$ cat config.mk
export PLATFORM = sky130hd
export DESIGN_NAME = ysyx_2022040010_shift_pipe
export DESIGN_NICKNAME = d
export VERILOG_FILES = /design/src/rtl/ysyx_2022040010_shift_pipe.sv
export SDC_FILE = /design/constraint.sdc
export NUM_CORES = 1
export LEC_CHECK = 0
export CAP_MARGIN = 20
export CORE_ASPECT_RATIO = 2
export CORE_UTILIZATION = 40
export CTS_CLUSTER_DIAMETER = 120
export DETAILED_ROUTE_END_ITERATION = 8
export HOLD_SLACK_MARGIN = 0.02
export PLACE_DENSITY = 0.62
export RECOVER_POWER = 25
export SETUP_SLACK_MARGIN = 0.5
export SLEW_MARGIN = 20
export SYNTH_ARGS = -nofsm -noshare
export SYNTH_HDL_FRONTEND = slang
export SYNTH_SLANG_ARGS = --single-unit
$ cat constraint.sdc
create_clock -name clk -period 3.3 [get_ports clk]
set_clock_uncertainty 0.15 [all_clocks]
set_input_delay 0.66 -clock clk [delete_from_list [all_inputs] [get_ports clk]]
set_output_delay 0.66 -clock clk [all_outputs]
set_load 0.005 [all_outputs]
$ cat src/rtl/ysyx_2022040010_shift_pipe.sv
// Elastic multi-stage barrel shifter for the RV64 EXU.
// Shift-amount bits are split across stages, LSB group first.
module ysyx_2022040010_shift_pipe #(
    parameter int XLEN   = 64,
    parameter int STAGES = 2,
    parameter int TAG_W  = 5,
    parameter int EN_ROT = 1
) (
    input  logic             clk,
    input  logic             rst_n,
    input  logic             flush,
    input  logic             in_valid,
    output logic             in_ready,
    input  logic [XLEN-1:0]  in_src,
    input  logic [XLEN-1:0]  in_amt,
    input  logic [2:0]       in_op,
    input  logic             in_word,
    input  logic [TAG_W-1:0] in_tag,
    output logic             out_valid,
    input  logic             out_ready,
    output logic [XLEN-1:0]  out_result,
    output logic [TAG_W-1:0] out_tag
);

    localparam int SW = $clog2(XLEN);
    localparam bit HAS_W = (XLEN == 64);
    localparam bit ROT_OK = (EN_ROT != 0);

    typedef struct packed {
        logic [XLEN-1:0]  val;
        logic [SW-1:0]    amt;
        logic [2:0]       op;
        logic             word;
        logic             fill;
        logic [TAG_W-1:0] tag;
    } stg_t;

    logic [STAGES-1:0] vld;
    logic [STAGES-1:0] adv;
    logic [STAGES-1:0] load;
    logic [STAGES:0]   chain;
    logic              in_fire;
    logic              word_eff;
    stg_t              pkt;
    stg_t              q   [STAGES];
    stg_t              nxt [STAGES];

    logic unused_amt;
    assign unused_amt = ^in_amt[XLEN-1:SW];

    // Amount bits owned by stage k.
    function automatic logic [SW-1:0] gmask(input int k);
        logic [SW-1:0] m;
        m = '0;
        for (int i = 0; i < SW; i++) begin
            if (i >= (k * SW) / STAGES && i < ((k + 1) * SW) / STAGES)
                m[i] = 1'b1;
        end
        return m;
    endfunction

    function automatic logic [XLEN-1:0] step(
        input logic [XLEN-1:0] v,
        input logic [SW-1:0]   a,
        input logic [2:0]      op,
        input logic            word,
        input logic            fill
    );
        logic [2*XLEN-1:0] dv;
        logic [63:0]       dw;
        logic [31:0]       w;
        logic [31:0]       rw;
        logic [4:0]        aw;
        logic [XLEN-1:0]   r;
        r  = '0;
        rw = '0;
        dv = '0;
        dw = '0;
        w  = v[31:0];
        aw = a[4:0];
        if (word) begin
            case (op)
                3'b000: rw = w << aw;
                3'b001: rw = w >> aw;
                3'b010: begin
                    dw = {{32{fill}}, w} >> aw;
                    rw = dw[31:0];
                end
                3'b011: if (ROT_OK) begin
                    dw = {w, w} << aw;
                    rw = dw[63:32];
                end
                3'b100: if (ROT_OK) begin
                    dw = {w, w} >> aw;
                    rw = dw[31:0];
                end
                default: rw = '0;
            endcase
            r[31:0] = rw;
        end else begin
            case (op)
                3'b000: r = v << a;
                3'b001: r = v >> a;
                3'b010: begin
                    dv = {{XLEN{fill}}, v} >> a;
                    r  = dv[XLEN-1:0];
                end
                3'b011: if (ROT_OK) begin
                    dv = {v, v} << a;
                    r  = dv[2*XLEN-1:XLEN];
                end
                3'b100: if (ROT_OK) begin
                    dv = {v, v} >> a;
                    r  = dv[XLEN-1:0];
                end
                default: r = '0;
            endcase
        end
        return r;
    endfunction

    function automatic stg_t stage_fn(input stg_t s, input int k);
        stg_t r;
        r     = s;
        r.val = step(s.val, s.amt & gmask(k), s.op, s.word, s.fill);
        r.amt = s.amt & ~gmask(k);
        if (k == STAGES - 1 && s.word) begin
            for (int i = 32; i < XLEN; i++) r.val[i] = r.val[31];
        end
        return r;
    endfunction

    assign word_eff = HAS_W & in_word;

    always_comb begin
        pkt      = '0;
        pkt.val  = in_src;
        pkt.amt  = in_amt[SW-1:0];
        if (word_eff) begin
            for (int i = 5; i < SW; i++) pkt.amt[i] = 1'b0;
        end
        pkt.op   = in_op;
        pkt.word = word_eff;
        pkt.fill = word_eff ? in_src[31] : in_src[XLEN-1];
        pkt.tag  = in_tag;
    end

    genvar k;
    for (k = 0; k < STAGES; k++) begin : g_stg
        stg_t src;
        if (k == 0) begin : g_first
            assign src = pkt;
        end else begin : g_rest
            assign src = q[k-1];
        end
        assign nxt[k] = stage_fn(src, k);
    end

    // Stage k moves when its successor is empty or itself moving.
    always_comb begin
        logic open;
        adv  = '0;
        open = out_ready;
        for (int i = STAGES - 1; i >= 0; i--) begin
            adv[i] = vld[i] & open;
            open   = ~vld[i] | adv[i];
        end
    end

    assign in_ready = ~flush & (~vld[0] | adv[0]);
    assign in_fire  = in_valid & in_ready;
    assign chain    = {adv, in_fire};
    assign load     = chain[STAGES-1:0];

    always_ff @(posedge clk or negedge rst_n) begin
        if (!rst_n) begin
            vld <= '0;
            for (int i = 0; i < STAGES; i++) q[i] <= '0;
        end else if (flush) begin
            vld <= '0;
        end else begin
            for (int i = 0; i < STAGES; i++) begin
                if (!vld[i] || adv[i]) begin
                    vld[i] <= load[i];
                    if (load[i]) q[i] <= nxt[i];
                end
            end
        end
    end

    assign out_valid  = vld[STAGES-1];
    assign out_result = q[STAGES-1].val;
    assign out_tag    = q[STAGES-1].tag;

endmodule

### Yosys cells after proc, flatten, opt, wreduce, memory -nomap -nowiden

Index checks and enable logic that the tools add are counted.

| storage, ports and cells | value |
|---|---|
| flip-flop bits (word level) | 148 |
| output and inout bits | 71 |
| word-level logic and storage cells | 70 |

| cells by class | value |
|---|---|
| equality and inequality tests | 8 |
| shift operators | 20 |
| multiplexer cells | 13 |
| bitwise gates (word level) | 9 |
| reductions and logical operators | 10 |

Operators by type and width:

| cell | count |
|---|---|
| $pmux 64 s5 | 2 |
| $pmux 32 s5 | 2 |
| $shr 128x3->64 | 2 |
| $shr 128x6->64 | 2 |
| $mux 32 | 4 |
| $shl 128x3->128 | 1 |
| $shl 128x6->128 | 1 |
| $shl 64x3->64 | 2 |
| $shr 64x3->32 | 2 |
| $shr 64x5->32 | 2 |
| $shl 64x5->64 | 1 |
| $shl 64x6->64 | 1 |
| $shr 64x3->64 | 1 |
| $shr 64x6->64 | 1 |
| $shl 32x3->32 | 1 |
| $shl 32x5->32 | 1 |
| $shr 32x3->32 | 1 |
| $shr 32x5->32 | 1 |
| $eq 3x2->1 const B | 4 |
| $eq 3x1->1 const B | 2 |
| $eq 3x3->1 const B | 2 |
| $logic_not 3->1 | 2 |
| $reduce_and 3->1 | 2 |
| $and 1x1->1 | 4 |
| 7 further kinds | 16 |

### Longest topological paths before layout

| logic depth | value |
|---|---|
| depth in word-level cells | 8 |
| depth in mapped cells | 10 |
| depth with buffers taken out | 6 |

### Worst setup path before layout

OpenSTA, ideal clock, no wires.

| timing path | value |
|---|---|
| kind | in2reg |
| start point | input in_amt[1] |
| end point | register q (netlist bit g_stg[1].src[18]) |
| data arrival time | 2.128 ns |
| required time | 3.024 ns |
| slack | 0.896 ns |
| stages on the path | 7 |
| path buffers | 3 |
| cell sequence | buf_4 -> buf_4 -> buf_2 -> mux4_2 -> and2_1 -> o21a_1 -> a221o_1 |

| on the way | value |
|---|---|
| cells in the longest elaborated chain, start to end | 3 |
| elaborated cells between the ends (all ways) | 13 |

RTL lines:

| what | line | source |
|---|---|---|
| from (decl) | 15 | `input logic [XLEN-1:0] in_amt,` |
| $shr 128x3->64 (tied with other cells) | 113 | `dv = {v, v} >> a;` |
| $pmux 64 s5 / $pmux 32 s5 (equally long branches) | 101, 82 |  |
| $mux 32 * | 81 | `if (word) begin` |
| to (signal, indexed assignment) | 185 | `if (load[i]) q[i] <= nxt[i];` |
| to (decl) | 45 | `stg_t q [STAGES];` |

Every way passes the cells marked *; elsewhere a longest branch is shown, timed or not.
A chain may end at the register's enable or synchronous reset.

### Final worst setup path

| timing path | value |
|---|---|
| start point | register q (netlist bit g_stg[1].src[13]) |
| end point | register q (netlist bit out_result[7]) |

| on the way | value |
|---|---|
| cells in the longest elaborated chain, start to end | 3 |
| elaborated cells between the ends (all ways) | 13 |

RTL lines:

| what | line |
|---|---|
| $shr 128x6->64 (tied with other cells) | 113 |
| $pmux 64 s5 / $pmux 32 s5 (equally long branches) | 101, 82 |
| $mux 32 * | 81 |

Marks and branches as above.

==> flow_summary.toml <==
[outcome]
status = "finished with violations"
violations = "max-capacitance violations, max-slew violations"

[yosys]
avgSynthCellArea_um2 = 8.176
ys_types = 88
syn-num-nets = 2326
synth-seq-area-share = 0.2074
synth_area_um2 = 17860
syn_inst = 2184
synth_top_flop_cell = "dfrtp_1"
ys_warn_count = 0
ys_ff_latch = 148
synth_edf_count = 0
async_reset_ff_frac = 1.000

[sta]
fmax_mhz = 354.8
whs_ps = 306.9
rsz0062_at_grt = "true"
hold_viol_final = 0
slew_headroom = -0.4240
fin_crit_sh = 0.8541
slew_violations = 150
finalSetupViolCount = 0
period_minus_slack_ps = 2818
worst_pin_slew_ps = 2136

[route]
first_pass_iters = 6
vias = 19840
wl_per_cell_um = 32.90
ant_nets = 0
wirelength_um = 95180
viasPerCell = 6.859
drtIter0Drc = 1662
drc = 0

[global_route]
grt_max_degree = 124
grt_first_pass_wirelength_um = 136500
gr-total-overflow = 0
track_usage = 0.4219
grt_pass1_vias = 19570
antenna_found_initial = 6

[power]
p_sw_frac = 0.4398
p_per_area_nw_per_um2 = 479.3
seq_power_share = 0.263
p_comb_frac = 0.512
leakage_uw = 0.008662
p_int_uw = 5750
pwr-share-clk = 0.225
peakVddDrop_mv = 0.4334
p_switching_uw = 4514

[critical_path]
cp_slowest_cell = "dfrtp_4"
crit_arrival_ps = 3040
crit_path_end_kind = "flop"
crit_chain = "clkinvlp_4 > buf_4 > o21a_1 > a21oi_1 > o221ai_1 > a32o_1"
cp_num_buf_inv = 2
slowest_delay_ps = 530
worstSetupStartpointType = "flop"
path_max_fanout = 14
critPathKind = "flop to flop"
cp.required_ps = 3520
critPathTopFamily = "compound AO/OA/AOI/OAI gates"

[die]
initial_core_util = 0.4054
io_pins = 213
die_x_um = 151.4
dieHeight_um = 300.8
fp.coreArea_um2 = 44050
rows = 109
die_area_um2 = 45540

[layout]
nNetsFinal = 2465
drive_gt1_frac = 0.1751
final_util = 0.4862
final_cells = 2893
fillers = 4286
area_delta_synth_final_pct = 19.93
multiInputGateArea_um2 = 12900
mostFrequentLayoutCells = "mux2i_1, nor2_1, nand2_1"
layout_commonest_cell = "mux2i_1"
regArea_um2 = 3717

[placement]
port_buffers = 154
dp_hpwl_um = 73370
routabilityCongestion = 1.022
post-place-cells = 2848

[cts]
cts.sinks = 148
h-tree-depth = 4
cts.clk_slew.worst_paths_ps = 70
cts.path.max_buffers = 2
cts_hold_buf = 0
cts_tree = "built"
cts_root_buf = "clkbuf_16"
cts_buffers = 17
clock_latency_ps = 470

[hold_path]
hp-class = "flop to flop"

[run]
maxCapViolations = 2
## power by group through the flow
stage               logic, uW  clock network (uW)  registers [uW]
finish                   5260                2310            2700
global route             5540                2390            2720
CTS                      5070                2340            2690
detailed placement       5040                   0            2720
global placement         5020                   0            2710
floorplan                2920                   0            2400
## sequential cells by signal, summed over array words and instances, names as in the netlist
register    count
g_stg.src      77
out_result     64
out_tag         5
vld             2
## metrics by stage
stage / setup TNS [ps] / setup slack, ps / cell area, um^2 / total power [uW]
2_1_floorplan: 0 / 895.7 / 17860 / 5318
3_3_place_gp: -202.8 / -202.8 / 20640 / 7736
3_5_place_dp: -246.8 / -246.8 / 20640 / 7765
4_1_cts: 0 / 505.2 / 21320 / 10090
5_1_grt: 0 / 244.8 / 21410 / 10650
6_report: 0 / 481.5 / 21420 / 10260
## layer usage
| layer | routed length, um | up-vias | share of wire | global-route usage |
|---|---|---|---|---|
| met5 | 72 | - | 0.00076 | 0.004444 |
| met4 | 10480 | 8 | 0.11 | 0.3974 |
| met3 | 6346 | 404 | 0.067 | 0.06924 |
| met2 | 46840 | 1126 | 0.49 | 0.7135 |
| met1 | 31440 | 9655 | 0.33 | 0.4337 |
| li1 | - | 8649 | - | - |
## cells by family after synthesis
logic type / share of synthesized area
DFF: 0.2074
buffers and inverters: 0.07259
AOI/OAI and AO/OA: 0.3023
muxes: 0.2550
and+or+nand+nor: 0.1598
xor gates and xnor gates: 0.002943
## layout make-up
class / instances / share of cell area
Sequential cell: 148 / 0.1736
Inverter: 16 / 0.002980
Multi-Input combinational cell: 1783 / 0.6025
Tap cell: 555 / 0.03243
Clock buffer: 19 / 0.02022
Timing Repair Buffer: 357 / 0.1573
Antenna cell: 2 / 0.0002337
Clock inverter: 13 / 0.01075
## Yosys cell counts, drive strengths merged (13+ instances only)
master  instances  share of area
a211o          30          0.015
a211oi         21         0.0088
a21oi         192          0.054
a221oi         19         0.0097
a22o           49          0.024
a22oi          18         0.0076
a31oi          34          0.013
a32o           40          0.022
and2           13         0.0046
buf           152          0.051
clkbuf         85          0.018
dfrtp         148           0.21
inv            15         0.0032
mux2           41          0.026
mux2i         249           0.14
mux4           71          0.090
nand2         214          0.045
nand2b         29          0.010
nand3          35         0.0098
nor2          232          0.049
nor2b          22         0.0077
nor3           23         0.0070
o211ai         55          0.023
o21ai         176          0.050
o32ai          40          0.020
## repair_timing
action                                 4_1_cts  5_1_grt
setup buffers                                0       10
endpoints found under the hold margin        0        0
setup endpoints to repair                   29       29
cloned                                       0        1
gates resized for setup                      5        7
## worst register-to-register path, stage by stage (launching register included)
cell and delay [ps]:
dfrtp_4 530, clkinvlp_4 430, buf_4 340, o21a_1 320, a21oi_1 430, o221ai_1 220, a32o_1 290
## final timing paths
check / slack [ps] / to / depth (start not counted) / from
setup / recovery: 480 / out_result[7]$_DFFE_PN0P_ / 6 / g_stg[1].src[13]$_DFFE_PN0P_
hold reg to reg: 310 / out_tag[4]$_DFFE_PN0P_ / 2 / g_stg[1].src[4]$_DFFE_PN0P_
max in group asynchronous: 740 / g_stg[1].src[7]$_DFFE_PN0P_ / 2 / rst_n
hold / removal: 310 / out_tag[4]$_DFFE_PN0P_ / 2 / g_stg[1].src[4]$_DFFE_PN0P_
setup reg to reg: 480 / out_result[7]$_DFFE_PN0P_ / 6 / g_stg[1].src[13]$_DFFE_PN0P_
min in group asynchronous: 610 / out_result[21]$_DFFE_PN0P_ / 2 / rst_n
Power figures use the tool's default switching activity.
